[config.mk]
export PLATFORM = sky130hd
export DESIGN_NAME = mdu_iter
export DESIGN_NICKNAME = d
export VERILOG_FILES = /design/src/rtl/mdu_iter_pkg.sv /design/src/rtl/mdu_iter_div_radix2_core.sv /design/src/rtl/mdu_iter.sv
export SDC_FILE = /design/constraint.sdc
export NUM_CORES = 2
export LEC_CHECK = 0
export ABC_AREA = 1
export CORE_ASPECT_RATIO = 0.7
export CORE_MARGIN = 5
export CORE_UTILIZATION = 35
export CTS_CLUSTER_SIZE = 20
export DETAILED_ROUTE_END_ITERATION = 10
export SLEW_MARGIN = 20
export SYNTH_ARGS = -nofsm -noshare
export SYNTH_HDL_FRONTEND = slang
export SYNTH_HIERARCHICAL = 1
export SYNTH_SLANG_ARGS = --single-unit
export TNS_END_PERCENT = 100
[constraint.sdc]
create_clock -name clk -period 19.4 [get_ports clk]
set_input_delay 1.94 -clock clk [delete_from_list [all_inputs] [get_ports clk]]
set_output_delay 1.94 -clock clk [all_outputs]
set_load 0.01 [all_outputs]
[src/rtl/mdu_iter_pkg.sv]
// Shared definitions for the iterative multiply/divide unit: FSM state
// encodings, divider iteration count, the divide-by-zero quotient and a
// magnitude helper used when latching divide operands.
package mdu_iter_pkg;

  localparam logic [1:0] MDU_IDLE = 2'd0;
  localparam logic [1:0] MDU_MULT = 2'd1;
  localparam logic [1:0] MDU_DIV  = 2'd2;
  localparam logic [1:0] MDU_DONE = 2'd3;

  localparam int MDU_DIV_CYCLES = 32;

  localparam logic [31:0] MDU_DIV_ZERO_QUO = 32'hFFFF_FFFF;

  // Absolute value of a 32-bit operand when sgn=1, raw value otherwise.
  function automatic logic [31:0] mag32(input logic [31:0] v, input logic sgn);
    return (sgn && v[31]) ? (~v + 32'd1) : v;
  endfunction

endpackage

[src/rtl/mdu_iter_div_radix2_core.sv]
// Radix-2 restoring divide datapath: 64-bit {rem,quo} shift-subtract
// register, iteration counter and a done flag that is high during the
// final iteration. quo/rem present the value the register takes at the
// next edge, so the owner can capture the final result on that same edge.
module div_radix2_core
  import mdu_iter_pkg::*;
(
  input  logic        clk,
  input  logic        rst,
  input  logic        clr,
  input  logic        load,
  input  logic [31:0] dividend,
  input  logic [31:0] divisor,
  output logic        done,
  output logic [31:0] quo,
  output logic [31:0] rem
);

  logic [63:0] acc_q;
  logic [63:0] acc_nxt;
  logic [31:0] dvs_q;
  logic [5:0]  count_q;
  logic        busy_q;
  logic [32:0] diff;

  // One iteration: shift left, trial-subtract with the bit shifted out of
  // rem kept as bit 32, keep the difference if it did not go negative.
  always_comb begin
    diff    = acc_q[63:31] - {1'b0, dvs_q};
    acc_nxt = {acc_q[62:0], 1'b0};
    if (!diff[32]) begin
      acc_nxt = {diff[31:0], acc_q[30:0], 1'b1};
    end
    done = busy_q && (count_q == 6'(MDU_DIV_CYCLES - 1));
    quo  = acc_nxt[31:0];
    rem  = acc_nxt[63:32];
  end

  // Iteration register and counter; clr abandons an in-flight divide.
  always_ff @(posedge clk or posedge rst) begin
    if (rst) begin
      acc_q   <= '0;
      dvs_q   <= '0;
      count_q <= '0;
      busy_q  <= 1'b0;
    end else if (clr) begin
      count_q <= '0;
      busy_q  <= 1'b0;
    end else if (load) begin
      acc_q   <= {32'd0, dividend};
      dvs_q   <= divisor;
      count_q <= '0;
      busy_q  <= 1'b1;
    end else if (busy_q) begin
      acc_q   <= acc_nxt;
      count_q <= count_q + 6'd1;
      if (done) begin
        busy_q <= 1'b0;
      end
    end
  end

endmodule

[src/rtl/mdu_iter.sv]
// Iterative multiply/divide unit for the execute stage. Produces the
// 64-bit {HI,LO} result and the stall that holds decode/execute while an
// operation is in flight. Optional build macro: MDU_EARLY_OUT_EN (divides
// with divisor magnitude 0 or larger than the dividend finish in one cycle).
//
// Handshake: start_mult/start_div are level requests from the decoder. A
// request is accepted only in IDLE without flush; stall rises the same
// cycle and stays high until the result cycle, where stall is low and
// result_valid pulses so the instruction retires with its result. Requests
// seen in any other state are ignored; upstream re-presents them.
module mdu_iter
  import mdu_iter_pkg::*;
#(
  parameter int MULT_STAGES = 1
) (
  input  logic        clk,
  input  logic        rst,
  input  logic        flush,
  input  logic        start_mult,
  input  logic        start_div,
  input  logic        signed_op,
  input  logic [31:0] src_a,
  input  logic [31:0] src_b,
  output logic        stall,
  output logic        result_valid,
  output logic [31:0] hi_out,
  output logic [31:0] lo_out,
  output logic        div_zero,
  output logic [1:0]  dbg_state
);

  logic [1:0]  state_q;
  logic [1:0]  mcnt_q;
  logic [31:0] ma_q, mb_q;
  logic        msgn_q;
  logic        q_sign_q, r_sign_q, dz_op_q;
  logic [31:0] raw_a_q;
  logic [31:0] hi_q, lo_q;
  logic        div_zero_q;

  logic        accept;
  logic        early;
  logic        core_load, core_done;
  logic [31:0] core_quo, core_rem;
  logic [31:0] mag_a, mag_b;
  logic [63:0] ext_a, ext_b, product;
  logic [31:0] quo_fix, rem_fix;
  logic        mult_last;

  // Request acceptance, stall, operand magnitudes and result shaping.
  always_comb begin
    accept       = (state_q == MDU_IDLE) && (start_mult || start_div) && !flush;
    stall        = accept || (state_q == MDU_MULT) || (state_q == MDU_DIV);
    result_valid = (state_q == MDU_DONE) && !flush;
    mag_a        = mag32(src_a, signed_op);
    mag_b        = mag32(src_b, signed_op);
`ifdef MDU_EARLY_OUT_EN
    early        = (mag_b == 32'd0) || (mag_b > mag_a);
`else
    early        = 1'b0;
`endif
    core_load    = accept && !start_mult && start_div && !early;
    ext_a        = msgn_q ? {{32{ma_q[31]}}, ma_q} : {32'd0, ma_q};
    ext_b        = msgn_q ? {{32{mb_q[31]}}, mb_q} : {32'd0, mb_q};
    product      = ext_a * ext_b;
    mult_last    = (mcnt_q == 2'(MULT_STAGES - 1));
    quo_fix      = q_sign_q ? (~core_quo + 32'd1) : core_quo;
    rem_fix      = r_sign_q ? (~core_rem + 32'd1) : core_rem;
    if (dz_op_q) begin
      quo_fix = MDU_DIV_ZERO_QUO;
      rem_fix = raw_a_q;
    end
  end

  div_radix2_core u_div (
    .clk      (clk),
    .rst      (rst),
    .clr      (flush),
    .load     (core_load),
    .dividend (mag_a),
    .divisor  (mag_b),
    .done     (core_done),
    .quo      (core_quo),
    .rem      (core_rem)
  );

  // Control FSM plus operand latches and the registered HI/LO result.
  always_ff @(posedge clk or posedge rst) begin
    if (rst) begin
      state_q    <= MDU_IDLE;
      mcnt_q     <= '0;
      ma_q       <= '0;
      mb_q       <= '0;
      msgn_q     <= 1'b0;
      q_sign_q   <= 1'b0;
      r_sign_q   <= 1'b0;
      dz_op_q    <= 1'b0;
      raw_a_q    <= '0;
      hi_q       <= '0;
      lo_q       <= '0;
      div_zero_q <= 1'b0;
    end else if (flush) begin
      state_q <= MDU_IDLE;
      mcnt_q  <= '0;
    end else begin
      case (state_q)
        MDU_IDLE: begin
          if (start_mult) begin
            ma_q    <= src_a;
            mb_q    <= src_b;
            msgn_q  <= signed_op;
            mcnt_q  <= '0;
            state_q <= MDU_MULT;
          end else if (start_div) begin
            q_sign_q <= signed_op && (src_a[31] ^ src_b[31]);
            r_sign_q <= signed_op && src_a[31];
            dz_op_q  <= (src_b == 32'd0);
            raw_a_q  <= src_a;
            if (early) begin
              hi_q       <= src_a;
              lo_q       <= (src_b == 32'd0) ? MDU_DIV_ZERO_QUO : 32'd0;
              div_zero_q <= (src_b == 32'd0);
              state_q    <= MDU_DONE;
            end else begin
              state_q <= MDU_DIV;
            end
          end
        end
        MDU_MULT: begin
          if (mult_last) begin
            hi_q       <= product[63:32];
            lo_q       <= product[31:0];
            div_zero_q <= 1'b0;
            state_q    <= MDU_DONE;
          end else begin
            mcnt_q <= mcnt_q + 2'd1;
          end
        end
        MDU_DIV: begin
          if (core_done) begin
            hi_q       <= rem_fix;
            lo_q       <= quo_fix;
            div_zero_q <= dz_op_q;
            state_q    <= MDU_DONE;
          end
        end
        default: begin
          state_q <= MDU_IDLE;
        end
      endcase
    end
  end

  assign hi_out    = hi_q;
  assign lo_out    = lo_q;
  assign div_zero  = div_zero_q;
  assign dbg_state = state_q;

endmodule

# Word-level counts from Yosys, hierarchy flattened
# Cells that the tools add are included.
# totals
out_inout_bits	69
ff_bits	272
in_bits	70
wordCells	107
# op_classes
n_mul	1
add_sub_neg	7
n_eq_ne	11
n_mux	37
bitwise	7
n_reduce_logical	28
# op_table
op	n
32-bit two-way mux	10
64-bit two-way mux	5
32-bit by 1-bit adder with 32-bit output, second input constant	4
32-bit inverter	4
32-bit case mux with 2 select lines	2
64-bit by 64-bit multiplier with 64-bit output	1
33-bit by 32-bit subtractor with 33-bit output	1
32-bit zero test	1
6-bit two-way mux	3
2-bit two-way mux	8
3-bit != test, second input constant	4
1-bit logical AND	9
3-bit AND reduction	3
4-bit AND reduction	2
6-bit by 1-bit adder with 6-bit output, second input constant	1
6-bit by 5-bit == test with 1-bit output, second input constant	1
1-bit two-way mux	6
2-bit case mux with 3 select lines	1
3-bit nonzero test	2
2-bit == test, second input constant	2
2-bit zero test	2
2-bit != test, second input constant	2
4-bit != test, second input constant	1
2-bit case mux with 2 select lines	1
other kinds (9)	15

# Logic depth before layout (Yosys ltp)
# logic_depth
depth_word	8
ltp_mapped	41
mapped_depth_nobuf	40

# By module
# The synthesis kept the hierarchy.
# by_module_without_submodules
mod	seq_area_each_um2	cells_per_inst	n_inst	area_each_um2
mdu_iter	4229.1	7650	1	60426.7
div_radix2_core	2577.5	1196	1	7638.6

# Worst setup path after synthesis
# OpenSTA, ideal clock, no wires.
# synth_timing
path_type	flip-flop to flip-flop
start	register ma_q[31]
end	register hi_q[30] (netlist: hi_out[30])
arrival_time_ns	8.447
path_slack_ns	10.876
stages_incl_launch_ff	32
period_less_slack_ns	8.524
path_buffers	2
t_required_ns	19.323
setup_time_ns	0.077
cell_sequence	dfrtp_1 buf_2 nand2_2 inv_4 clkbuf_1 nand2_1 fa_1 inv_1 fa_1 fa_1 inv_1 fa_1 inv_1 fa_1 fa_1 fa_1 fa_1 fa_1 inv_1 fa_1 inv_1 ha_1 a21oi_1 a21boi_0 nor2_1 nor2_1 nand3_1 a21oi_1 nand2_1 a21oi_1 o21ai_0 a21oi_1
# synth_via
elab_chain_cells	4
# synth_rtl
element	line	text
start: declaration	mdu_iter.sv:34	logic [31:0] ma_q, mb_q;
start signal: assignment	mdu_iter.sv:109	ma_q <= src_a;
64-bit two-way mux	mdu_iter.sv:63	ext_a = msgn_q ? {{32{ma_q[31]}}, ma_q} : {32'd0, ma_q};
64-bit by 64-bit multiplier with 64-bit output	mdu_iter.sv:65	product = ext_a * ext_b;
32-bit two-way mux	mdu_iter.sv:130	if (mult_last) begin
32-bit case mux with 2 select lines	mdu_iter.sv:106	case (state_q)
end signal: assignment	mdu_iter.sv:120	hi_q <= src_a;
end signal: assignment	mdu_iter.sv:131	hi_q <= product[63:32];
end signal: assignment	mdu_iter.sv:141	hi_q <= rem_fix;
end: declaration	mdu_iter.sv:38	logic [31:0] hi_q, lo_q;
# Every way passes these cells. The select of a mux whose other input is x is not followed.
# A chain may end at the register's enable or synchronous reset.

# Worst setup path in the final report
# layout_timing
start	register msgn_q
end	register hi_q[29] (netlist: hi_out[29])
# layout_via
elab_chain_cells	4
elab_cells_between_ends	5
classes_between	mul: 1; mux: 4
# layout_rtl
element	line	text
start: declaration	mdu_iter.sv:35	logic msgn_q;
start signal: assignment	mdu_iter.sv:111	msgn_q <= signed_op;
64-bit two-way mux, on equally long branches	mdu_iter.sv:63, mdu_iter.sv:64	
64-bit by 64-bit multiplier with 64-bit output *	mdu_iter.sv:65	
32-bit two-way mux *	mdu_iter.sv:130	
32-bit case mux with 2 select lines *	mdu_iter.sv:106	
# Mark *: on every way between the ends. The rest lies on a longest branch, timed or not. The select of a mux whose other input is x is not followed.

==> out/results.tsv <==
metric	value	unit
cts_tree	yes	
std_cell_rows	135	
postCtsHoldBufs	0	
drt_first_iter_violations	6080	
cts_root_buffer	clkbuf_16	
synth.largest_area_cell	fa_1	
grt_overflow	0	
wirelength	258000	um
wl_per_cell	22.7	um
hold_path_depth	2	
first_pass_iters	8	
placedCellCount	11300	
holdPathEnd	raw_a_q[17]	
dpl_cell_area	0.0719	mm^2
die_area	0.204	mm^2
max_cap_violations	0	
grt_max_degree	110	
numCtsBuffers	31	
synth_common_cells	2642 x inv_1, 2073 x nand2_1, 1420 x fa_1	
crit_path_max_fanout	28	
antenna_found_initial	5	
final_layout_size_suffix_gt1_share	3.16	%
vias	56700	
r2r_cells	31	
io_pins	139	
drv_slew	0	
portBuffers	138	
fin_setup_tns	0	ps
synthCells	8846	
cts_sinks	272	
synth_nets	10700	
seq_area_frac_synth	10.0	%
rsz0062_at_grt	no	
gp_congestion	1.00	
synth_cell_types	64	
track_usage	25.5	%
postLayoutCellArea	0.0729	mm^2
required	19960	ps
worstPathArrival	11700	ps
grt_pass1_vias	58100	
r2r_slack	8260	ps
hpwl	209000	um
path_clk_slew	80	ps
grt_pass1_wl	385000	um
syn-mean-instance-area	7.69	um^2
rr_endpoint	hi_out[29]	
async_flop_share	100	%
worstSetupPathType	flop to flop	
die_x	537	um
status	finished clean	
cts_setup_buffers	0	
tightest_slew	1140	ps
worst_setup_path_start_kind	flop	
clk_latency	640	ps
fin_nets	10600	
min-delay-start	raw_a_q[17]	
clockBufferDepth	3	
avgViaCountPerCell	4.99	
htree_levels	1	
finalClockSkew	24.7	ps
fin_crit	11140	ps
yosysMostFrequentCell	inv_1	
synth_edf_count	0	
final_hold_viol_count	0	
r2r-start	msgn_q	
fillers	20100	
yosysTopAreaCellShare	41.8	%
endpoint_kind	flop	
drc_errors	0	
max_freq	89.8	MHz
ys_seq_elements	272	
syn_area	0.0681	mm^2
fin_crit_sh	57.4	%
layoutNonFillerInstCount	11400	
yosys_warnings	6	
max_stage_delay	980	ps
slowest_stage	fa_1	
ctsResizeCount	0	
cp_common_cell	fa_1	
coreArea	0.193	mm^2
setup_viol	0	
min_path_type	flop to flop	
slew_headroom	23.1	%
initial_core_util	35.2	%
yosys_most_used_dff	dfrtp_1	
yosys-top-cells-area	fa_1 42%, inv_1 15%, nand2_1 11%	
die_y	379	um
crit_path_start	msgn_q	
ant_nets	0	
final_util	37.7	%
area_growth	7.15	%
through the flow:
| step | setup WS [ps] | hold WS (ps) |
|---|---|---|
| after floorplan | 10880 | 453 |
| after global placement | 8620 | 468 |
| after detailed placement | 8530 | 474 |
| after CTS | 8460 | 491 |
| after global routing | 8000 | 511 |
| final | 8260 | 488 |
worst max-delay path by stage:
stage,slack (ps),endpoint,depth (start not counted)
after floorplan,10880,hi_out[30],31
after global placement,8620,hi_out[29],31
after detailed placement,8530,hi_out[29],31
after CTS,8460,hi_out[29],31
after global routing,8000,hi_out[29],31
final,8260,hi_out[29],31
cells by family after synthesis:
family | share of synthesized area (%)
AND/OR/NAND/NOR | 17.9
adder cells (fa/ha/maj) | 48.2
flip-flops | 10.0
XOR/XNOR | 1.52
buffers and inverters | 17.1
AO/OA/AOI/OAI | 5.20
multiplexers | 0.149
layout make-up:
| type | count | area (um^2) | share of cell area (%) |
|---|---|---|---|
| Clock inverter | 17 | 191 | 0.262 |
| Tap cell | 2603 | 3260 | 4.47 |
| Clock buffer | 39 | 846 | 1.16 |
| Multi-Input combinational cell | 5531 | 49700 | 68.1 |
| Inverter | 2658 | 9990 | 13.7 |
| Sequential cell | 272 | 6810 | 9.33 |
| Antenna cell | 1 | 2.50 | 0.00343 |
| Timing Repair Buffer | 241 | 2150 | 2.95 |
layout by cell type (no fill, tap or decap), drive strengths merged, types with 11 or more instances in the layout:
| cell | netlist | final |
|---|---|---|
| nand3 | 220 | 220 |
| ha | 351 | 351 |
| fa | 1420 | 1420 |
| o21ai | 245 | 245 |
| buf | 72 | 103 |
| and2 | 30 | 30 |
| clkbuf | 313 | 39 |
| clkdlybuf4s50 | 0 | 138 |
| inv | 2655 | 2659 |
| clkinv | 3 | 11 |
| dfrtp | 272 | 272 |
| o21bai | 14 | 14 |
| nor2 | 516 | 516 |
| a31oi | 68 | 68 |
| nor3 | 42 | 42 |
| a21oi | 247 | 247 |
| or2 | 20 | 20 |
| xor2 | 88 | 88 |
| nand4 | 36 | 36 |
| nand3b | 22 | 22 |
| xnor2 | 30 | 30 |
| nand2 | 2096 | 2096 |
flip-flops by register name, indices dropped and copies added, names as in the netlist:
signal / count
u_div/acc_q: 64
hi_out: 32
lo_out: 32
ma_q: 32
mb_q: 32
raw_a_q: 32
u_div/dvs_q: 32
u_div/count_q: 6
dbg_state: 2
mcnt_q: 2
div_zero: 1
dz_op_q: 1
msgn_q: 1
q_sign_q: 1
r_sign_q: 1
u_div/busy_q: 1
critical path, delay by kind of cell, from the launching register on:
kind            cells  cell delay, ps
simple gates        5             950
buf+inv             9            1610
fa+ha+maj          11            6280
flops               1             470
compound gates      6            1700
layer usage:
layer | wire [um] | vias to the layer above | track usage, %
met5 | 20 | - | 0
met4 | 7380 | 2 | 5.66
met3 | 29800 | 335 | 6.83
met2 | 103000 | 2852 | 35.9
met1 | 117000 | 28600 | 38.9
li1 | - | 24900 | -
Power is not shown: default switching activity piles up to over one toggle a cycle in this logic, so the estimate is an artifact.
